<file path="src/rtl/vga_pkg.sv">
// Shared types and constants for the VGA test-pattern sequencer.
package vga_pkg;

  localparam int PAT_W = 2;

  typedef enum logic [PAT_W-1:0] {
    PAT_GREY  = 2'd0,
    PAT_RED   = 2'd1,
    PAT_WHITE = 2'd2,
    PAT_BARS  = 2'd3
  } pat_e;

  typedef enum logic [1:0] {
    IDLE    = 2'd0,
    PENDING = 2'd1,
    APPLY   = 2'd2
  } state_e;

  // Patterns advance cyclically; 3 wraps back to 0.
  function automatic logic [PAT_W-1:0] pat_next(input logic [PAT_W-1:0] p);
    return p + PAT_W'(1);
  endfunction

endpackage

</file>
<file path="src/rtl/vga_debounce.sv">
// Button conditioner: 2-flop synchronizer, stability counter, one-cycle press pulse.
module vga_debounce #(
  parameter int DEBOUNCE_CYCLES = 50000,
  parameter int CNT_W           = 17
) (
  input  logic clock,
  input  logic reset_n,
  input  logic btn,
  output logic press
);

  logic [1:0]       sync;
  logic             level;
  logic [CNT_W-1:0] cnt;

  always_ff @(posedge clock) begin
    if (!reset_n) begin
      sync  <= 2'b00;
      level <= 1'b0;
      cnt   <= '0;
      press <= 1'b0;
    end else begin
      sync  <= {sync[0], btn};
      press <= 1'b0;
      if (sync[1] == level) begin
        cnt <= '0;
      end else if (cnt == CNT_W'(DEBOUNCE_CYCLES - 1)) begin
        // Level accepted; a rising acceptance is the press event.
        level <= sync[1];
        cnt   <= '0;
        press <= sync[1];
      end else begin
        cnt <= cnt + CNT_W'(1);
      end
    end
  end

endmodule

</file>
<file path="src/rtl/vga_pattern_ctrl.sv">
// Pattern sequencer: collects button, auto-cycle and bus load requests and
// applies them only at a vsync boundary so a frame never tears.
//   state   | meaning
//   IDLE    | no request outstanding
//   PENDING | request latched, waiting for the next frame_tick
//   APPLY   | one cycle: update patten, pulse pattern_changed, clear flags
module vga_pattern_ctrl
  import vga_pkg::*;
#(
  parameter int DEBOUNCE_CYCLES = 50000,
  parameter int AUTO_FRAMES     = 120,
  parameter int CNT_W           = 17
) (
  input  logic             clock,
  input  logic             reset_n,
  input  logic             sel_btn,
  input  logic             vs_n,
  input  logic             auto_en,
  input  logic             load_en,
  input  logic [PAT_W-1:0] load_pat,
  output logic [PAT_W-1:0] patten,
  output logic             pattern_changed,
  output logic             pending
);

  localparam int FC_W = (AUTO_FRAMES > 1) ? $clog2(AUTO_FRAMES) : 1;

  logic             press;
  logic             vs_d;
  logic             frame_tick;
  logic [FC_W-1:0]  frame_cnt;
  logic             auto_hit;
  logic             load_flag;
  logic             inc_flag;
  logic [PAT_W-1:0] load_val;
  state_e           state;

  vga_debounce #(
    .DEBOUNCE_CYCLES (DEBOUNCE_CYCLES),
    .CNT_W           (CNT_W)
  ) u_debounce (
    .clock   (clock),
    .reset_n (reset_n),
    .btn     (sel_btn),
    .press   (press)
  );

  assign frame_tick = vs_d & ~vs_n;
  assign auto_hit   = frame_tick & auto_en & (frame_cnt == FC_W'(AUTO_FRAMES - 1));
  assign pending    = (state != IDLE) | load_flag | inc_flag;

  always_ff @(posedge clock) begin
    if (!reset_n) begin
      vs_d      <= 1'b0;
      frame_cnt <= '0;
    end else begin
      vs_d <= vs_n;
      if (!auto_en || press) begin
        frame_cnt <= '0;
      end else if (frame_tick) begin
        frame_cnt <= auto_hit ? '0 : frame_cnt + FC_W'(1);
      end
    end
  end

  // Clear-on-apply comes first so a request landing in the APPLY cycle survives.
  always_ff @(posedge clock) begin
    if (!reset_n) begin
      load_flag <= 1'b0;
      inc_flag  <= 1'b0;
      load_val  <= '0;
    end else begin
      if (state == APPLY) begin
        load_flag <= 1'b0;
        inc_flag  <= 1'b0;
      end
      if (load_en) begin
        load_flag <= 1'b1;
        load_val  <= load_pat;
      end
      if (press || auto_hit) begin
        inc_flag <= 1'b1;
      end
    end
  end

  always_ff @(posedge clock) begin
    if (!reset_n) begin
      state           <= IDLE;
      patten          <= PAT_GREY;
      pattern_changed <= 1'b0;
    end else begin
      pattern_changed <= 1'b0;
      case (state)
        IDLE: begin
          if (load_flag || inc_flag) state <= PENDING;
        end
        PENDING: begin
          if (frame_tick) state <= APPLY;
        end
        APPLY: begin
          patten          <= load_flag ? load_val : pat_next(patten);
          pattern_changed <= 1'b1;
          state           <= IDLE;
        end
        default: state <= IDLE;
      endcase
    end
  end

endmodule

</file>
<file path="config.mk">
export PLATFORM = sky130hd
export DESIGN_NAME = vga_pattern_ctrl
export DESIGN_NICKNAME = d
export VERILOG_FILES = /design/src/rtl/vga_pkg.sv /design/src/rtl/vga_debounce.sv /design/src/rtl/vga_pattern_ctrl.sv
export SDC_FILE = /design/constraint.sdc
export NUM_CORES = 1
export LEC_CHECK = 0
export ABC_CLOCK_PERIOD_IN_PS = 1820
export CORE_ASPECT_RATIO = 0.75
export CORE_MARGIN = 3
export CORE_UTILIZATION = 51
export DETAILED_ROUTE_END_ITERATION = 12
export GPL_ROUTABILITY_DRIVEN = 0
export PLACE_DENSITY = 0.84
export SLEW_MARGIN = 20
export SYNTH_ARGS = -nofsm -noshare
export SYNTH_HDL_FRONTEND = slang
export SYNTH_SLANG_ARGS = --single-unit
</file>
<file path="constraint.sdc">
create_clock -name clock -period 1.82 [get_ports clock]
set_input_delay 0.364 -clock clock [delete_from_list [all_inputs] [get_ports clock]]
set_output_delay 0.364 -clock clock [all_outputs]
set_load 0.005 [all_outputs]
</file>
Word level (Yosys, flattened, before mapping)
Index checks and enable logic that the tools add are counted.
- bits in registers: 38
- latch bits: 0
- RAM bits: 0
- bits in read-only memories: 0
- input bits: 8
- output and inout port bits: 4
- logic and storage cells: 53
- memories: 0
- add/sub/neg operators: 3
- multipliers: 0
- div/mod/pow operators: 0
- magnitude comparators: 0
- equal/unequal tests: 7
- shift-type cells: 0
- muxes and demuxes: 9
- bitwise logic cells: 9
- reductions and logical operators: 13
- operator list (kind ; count):
    $add 17x1->17 const B ; 1
    $eq 17x16->1 const B ; 1
    $add 7x1->7 const B ; 1
    $eq 7x7->1 const B ; 1
    $mux 7 ; 1
    $mux 2 ; 3
    $reduce_bool 2->1 ; 3
    $reduce_or 3->1 ; 2
    $mux 1 ; 4
    $ne 2x2->1 const B ; 2
    $not 1->1 ; 4
    $pmux 2 s2 ; 1
    $reduce_and 2->1 ; 2
    $and 1x1->1 ; 3
    $logic_or 1x1->1 ; 3
    $add 2x1->2 const B ; 1
    $eq 2x1->1 const B ; 1
    $eq 2x2->1 const B ; 1
    $logic_not 2->1 ; 1
    $or 1x1->1 ; 2
    $reduce_or 2->1 ; 1
    $eq 1x1->1 ; 1
    $logic_not 1->1 ; 1

Depth between registers and ports, before layout
Gate-level depths: netlist of the first run.
- word-level depth: 6
- mapped depth: 7
- depth with buffers taken out: 5

Cells and area by module
From an unflattened synthesis of the first run, not the netlist that was laid out.
- cells, all modules: 178
- area, all modules: 1662.8 µm²
- modules (own cells, without submodules) (module ; instances ; cells an instance ; area an instance (µm²) ; seq. area each (µm²)):
    vga_debounce ; 1 ; 98 ; 935.9 ; 420.4
    vga_pattern_ctrl ; 1 ; 80 ; 726.9 ; 340.3

Least setup slack after synthesis of the first run
No wires, ideal clock.
- kind: register to register
- from: reg u_debounce.cnt[13]
- to: reg u_debounce.cnt[16]
- arrival time: 1.590 ns
- slack: 0.116 ns
- stages on the path, launching flop included: 7
- path buffers: 2
- cells stage by stage: dfxtp_1 or4_1 nor4_4 or2_1 buf_4 buf_6 nor2_1
- longest elaborated chain between the ends: 2
- ends and longest elaborated chain (what ; RTL line ; source):
    from (decl) ; vga_debounce.sv:14 ; logic [CNT_W-1:0] cnt;
    from (signal assigned) ; vga_debounce.sv:33 ; cnt <= cnt + CNT_W'(1);
    parallel branches: the longest is 2 deep, another holds $add 17x1->17 ; - ;
Several ways; the timed one is not identified.
A chain may end at the register's enable or synchronous reset.

Worst setup path after layout of the first run
- from: reg state[0]
- to: out pending
- longest elaborated chain between the ends: 3
- ends and longest elaborated chain (what ; RTL line ; source):
    from (decl) ; vga_pattern_ctrl.sv:36 ; state_e state;
    from (signal assigned) ; vga_pattern_ctrl.sv:89 ; state <= IDLE;
    from (signal assigned) ; vga_pattern_ctrl.sv:96 ; if (load_flag || inc_flag) state <= PENDING;
    from (signal assigned) ; vga_pattern_ctrl.sv:99 ; if (frame_tick) state <= APPLY;
    $reduce_bool 2->1 ; vga_pattern_ctrl.sv:50 ; assign pending = (state != IDLE) | load_flag | inc_flag;
    $or 1x1->1 (2 in series) ; vga_pattern_ctrl.sv:50 ;
    to (decl) ; vga_pattern_ctrl.sv:23 ; output logic pending
Every way passes these cells.

==> results.ini, run 1 <==
[status]
status=finished clean

[global_route]
antenna_found_initial=0
gr-total-overflow=0
grt_pass1_wl_um=5710
grt_pass1_vias=1254
grt_max_degree=17
grt.total_usage=0.200

[pwr]
vdd_drop_max_mv=0.766
p_leak_nw=0.679
finalPower_mw=1.80
p_per_area_nw_per_um2=919

[logic_synthesis]
yosysMostFrequentCell=dfxtp_1
yosys.area.top_type_share=0.482
syn_nets=185
synthArstFlopShare=0
syn_area_um2=1580
synth_cells=175
synth.avg_cell_area_um2=9.02
synth_area_leader_cell=dfxtp_1
yosysWarnings=0
yosysSeqAreaShare=0.482
synth_edf_count=0
synth_cell_type_count=35
synth-seq-cells=38
post_synth_most_frequent_cells=dfxtp_1, nor2_1, xnor2_1
dominantRegCellSynth=dfxtp_1
yosys-top-cells-area=dfxtp_1, nor2_1, xnor2_1

[route]
drt_drc_violations_left=0
vias=1295
routedWlPerCell_um=13.8
routed_via_density=5.42
ant_nets=0
first_pass_iters=4
drt_iter0_markers=44
wirelength_um=3300

[critical_path]
crit_fanout=5
start_kind=flip-flop
path_class=flip-flop to output pin
r2r-start=u_debounce.cnt[13]
rrSetupSlack_ns=0.10
end_kind=output pin
r2r-end=u_debounce.level
rr_worst_depth=5
cp.arrival_ns=1.37
required_ns=1.46

[placement]
placedInstanceArea_um2=1810
placed_cells=231
place_hpwl_um=2420
io_buffer_count=11

[finish]
insertedDiodeCount=0
fin_nets=212
finalNonFillerCells=239
area_growth_pct=23.9
drive_above_1_share=0.138
design_area_um2=1960
postLayoutCoreUtil=0.703

[cts]
clock_path_buffers=2
cts_tree=built
htree_levels=2
clk_pin_slew_worst_paths_ns=0.07
cts_num_sinks=38
cts-root-buf=clkbuf_8
clock_latency_ns=0.29
cts_buffers=5

[hold_path]
whs_endpoint=u_debounce.sync[1]
hp-start=u_debounce.sync[0]
whs_path_depth=1
hp-class=flip-flop to flip-flop

[floorplanning]
initial_core_util=0.567
fp.coreArea_um2=2780
io_pins=12
die_x_um=70.3
rows=16
die_area_um2=3810
dieHeight_um=54.2

[sta]
min_period_ns=1.73
relSlewSlack=0.643
period_share=0.951
hold_viol=0
finalSetupViolCount=0
fin_skew_ns=0.00270
timing.hold.ws_ns=0.439
maxSlewViolCount=0
tightest_slew_ns=0.530
fmax_ghz=0.578

[job]
drv_cap=0

[per-layer routing]
| layer | wire length, µm | GRT usage | up-vias |
|---|---|---|---|
| met2 | 1640 | 0.351 | 28 |
| met5 | 0 | 0 | - |
| li1 | - | - | 654 |
| met4 | 17 | 0.0669 | 0 |
| met1 | 1510 | 0.235 | 611 |
| met3 | 143 | 0.0672 | 2 |
[cell usage in the layout, fill, tap and decap left out, drive strengths merged]
master and count:
dfxtp 38, nor2 35, buf 13, xnor2 12, clkdlybuf4s50 10, nand2 9, nand4 9, xor2 8
nand3 8, nor3 6, clkbuf 6, nor4 6, inv 5, and2 4, a21oi 4, o21ai 3
mux2i 3, or4 3, nand2b 2, and3 2, ha 2, bufinv 2, or2 2, nand3b 1
clkinv 1, a221oi 1, a22oi 1, nor4b 1, and4b 1, nor2b 1, a211oi 1, a2111oi 1
or3 1, clkdlybuf4s15 1
[where the power goes]
group	leakage [nW]	switching [mW]	internal [mW]
clock network	0.0714	0.295	0.584
registers	0.308	0.00995	0.843
logic	0.299	0.0290	0.0360
total	0.679	0.334	1.46
[through the flow]
stage	worst slack, ns	setup TNS [ns]
CTS	0.0162	0
global route	-0.00577	-0.00577
detailed placement	-0.146	-2.04
floorplan	0.116	0
finish	0.0895	0
global placement	-0.0279	-0.331
[cells by family (layout without fill, tap and decap cells)]
| kind of cell | count (synthesis) | after routing | synth area share |
|---|---|---|---|
| simple gates | 91 | 91 | 0.299 |
| flops | 38 | 38 | 0.482 |
| xor+xnor | 20 | 20 | 0.111 |
| compound gates | 11 | 11 | 0.0428 |
| buf+inv | 10 | 38 | 0.0309 |
| mux | 3 | 3 | 0.0190 |
| fa+ha+maj | 2 | 2 | 0.0158 |
[state kept, by name (all words and copies together) (netlist names)]
signal,cells
load_flag,1
vs_d,1
u_debounce.level,1
inc_flag,1
patten,2
frame_cnt,7
pattern_changed,1
load_val,2
u_debounce.press,1
u_debounce.sync,2
state,2
u_debounce.cnt,17
[final cells by class]
type | instances | area [µm²]
clock buffer | 6 | 82.6
clock inverter | 2 | 60.1
fill | 194 | 826
inverter | 6 | 22.5
multi-input combinational | 127 | 776
sequential | 38 | 763
tap | 36 | 45.0
timing repair buffer | 24 | 208
[critical path, cell delays in order (launching register included)]
cell and delay, ns:
dfxtp_2 0.34, or4_1 0.52, clkdlybuf4s15_1 0.22
[timing repair]
item / 4_1_cts / 5_1_grt
setup buffers: 0 / 0
pin swaps: 0 / 1
gates cloned: 0 / 0
hold buffers: 0 / 0
resized for setup: 2 / 5
setup endpoints to repair: 17 / 18
[how the worst max path moves through the flow]
stage                       startpoint            endpoint  depth (start not counted)
floorplan           u_debounce.cnt[13]  u_debounce.cnt[16]                          6
global placement    u_debounce.cnt[13]  u_debounce.cnt[11]                          4
detailed placement  u_debounce.cnt[13]  u_debounce.cnt[13]                          4
CTS                 u_debounce.cnt[13]  u_debounce.cnt[13]                          4
global route        u_debounce.cnt[13]    u_debounce.level                          5
finish                        state[0]             pending                          2
No activity file was read; power rests on OpenSTA's default activity.
==> inputs of run 2 (changes only) <==
--- a/config.mk
+++ b/config.mk
@@ -6,6 +6,7 @@
 export NUM_CORES = 1
 export LEC_CHECK = 0
 export ABC_CLOCK_PERIOD_IN_PS = 1820
+export CAP_MARGIN = 20
 export CORE_ASPECT_RATIO = 0.75
 export CORE_MARGIN = 3
 export CORE_UTILIZATION = 51
==> constraint.sdc (replaced) <==
create_clock -name clock -period 1.82 [get_ports clock]
set_input_delay 0.364 -clock clock [delete_from_list [all_inputs] [get_ports clock]]
set_output_delay 0.364 -clock clock [all_outputs]
set_load 0.05 [all_outputs]
==> run 2 against run 1 <==
Worst hold slack improved by 0.040 ns. Flip-flop and latch count did not move. Critical path depth fell by 1. First-iteration DRC count rose by 9.1%. Largest power group is now sequential cells. Highest routed layer unchanged.
==> results.ini, run 2 (synthesis gave the netlist of run 1 again) <==
[status]
status=finished clean

[cts]
cts_buffers=5
cts_tree=built
htree_levels=2
post_cts_buffers=0
clock_path_buffers=2
cts-root-buf=clkbuf_8
clk_pin_slew_worst_paths_ns=0.07
cts_num_sinks=38
clock_latency_ns=0.28

[finish]
finalNonFillerCells=239
design_area_um2=1890
fillers=215
top_register=u_debounce.cnt
postLayoutCoreUtil=0.680
area_growth_pct=19.8
drive_above_1_share=0.133
insertedDiodeCount=0
reg_top3=u_debounce.cnt (17), frame_cnt (7)
largest_reg_flops=17
final_common_cell=dfxtp_1
final_cell_mix=dfxtp_1, nor2_1, buf_4
fin_nets=212

[pwr]
p_per_area_nw_per_um2=798
finalPower_mw=1.51
vdd_drop_max_mv=0.701
p_leak_nw=0.661

[floorplanning]
die_area_um2=3810
die_x_um=70.3
io_pins=12
rows=16
fp.coreArea_um2=2780
initial_core_util=0.567
dieHeight_um=54.2

[sta]
fin_skew_ns=0.00347
rsz0062_at_grt=false
period_share=0.955
fin_tns_setup_ns=0
fmax_ghz=0.575
maxSlewViolCount=0
min_period_ns=1.74
relSlewSlack=0.672
hold_viol=0
tightest_slew_ns=0.491
finalSetupViolCount=0

[route]
routed_via_density=5.47
routed.top_layer=met4
wirelength_um=3220
drt_drc_violations_left=0
vias=1307
met1Wirelength_um=1490
ant_nets=0
drt_iter0_markers=48
routedWlPerCell_um=13.5
wl_met2_um=1560
first_pass_iters=4
wl_met3_um=120

[placement]
placed_cells=231
placedInstanceArea_um2=1800
io_buffer_count=11
place_hpwl_um=2380

[global_route]
grt_pass1_wl_um=5580
grt_pass1_vias=1283
gr-total-overflow=0
grt_max_degree=17
grt.total_usage=0.191
antenna_found_initial=0

[critical_path]
cp.arrival_ns=1.37
required_ns=1.46
critPathMaxStageDelay_ns=0.79
end_kind=output pin
crit_buf_inv=1
crit_slowest_cell=clkdlybuf4s50_1
critPathTopFamily=buffers and inverters
crit_fanout=1
path_class=flip-flop to output pin
worstPathCellList=clkdlybuf4s50_1
start_kind=flip-flop

[hold_path]
hp-class=flip-flop to flip-flop

[job]
drv_cap=0

==> run 2: through the flow <==
stage | hold slack [ns] | setup slack (ns)
CTS | 0.476 | 0.0491
finish | 0.480 | 0.0812
global route | 0.507 | 0.0364
global placement | 0.416 | -0.0411
detailed placement | 0.421 | -0.0975
floorplan | 0.412 | 0.116
==> run 2: path summary, 6_finish.rpt <==
kind / from / to / slack, ns / depth (start not counted)
worst max-delay path: pattern_changed / pattern_changed / 0.08 / 1
worst max register to register: u_debounce.cnt[13] / u_debounce.level / 0.12 / 5
worst min-delay path: state[1] / state[1] / 0.48 / 1
worst min register to register: state[1] / state[1] / 0.48 / 1
==> run 2: report_power, final <==
group | internal (mW) | total, mW | switching [mW] | leakage (nW)
logic | 0.0362 | 0.0751 | 0.0389 | 0.305
clock network | 0.305 | 0.582 | 0.276 | 0.0482
registers | 0.842 | 0.852 | 0.00990 | 0.308
total | 1.18 | 1.51 | 0.325 | 0.661
==> run 2: per-layer routing <==
metal  vias to the layer above  global-route usage
li1                        657                   -
met1                       619               0.212
met2                        23               0.339
met3                         8              0.0821
met4                         0              0.0605
met5                         -                   0
==> run 2: timing repair <==
action                                  CTS  global route
gates resized for setup                   1             1
endpoints found under the setup margin   16            10
hold buffers                              0             0
==> run 2: layout make-up <==
class | count | area [µm²] | share of cell area
clock buffer | 7 | 86.3 | 0.0456
clock inverter | 1 | 5.00 | 0.00265
inverter | 6 | 22.5 | 0.0119
multi-input combinational | 127 | 772 | 0.408
sequential | 38 | 761 | 0.402
tap | 36 | 45.0 | 0.0238
timing repair buffer | 24 | 200 | 0.106
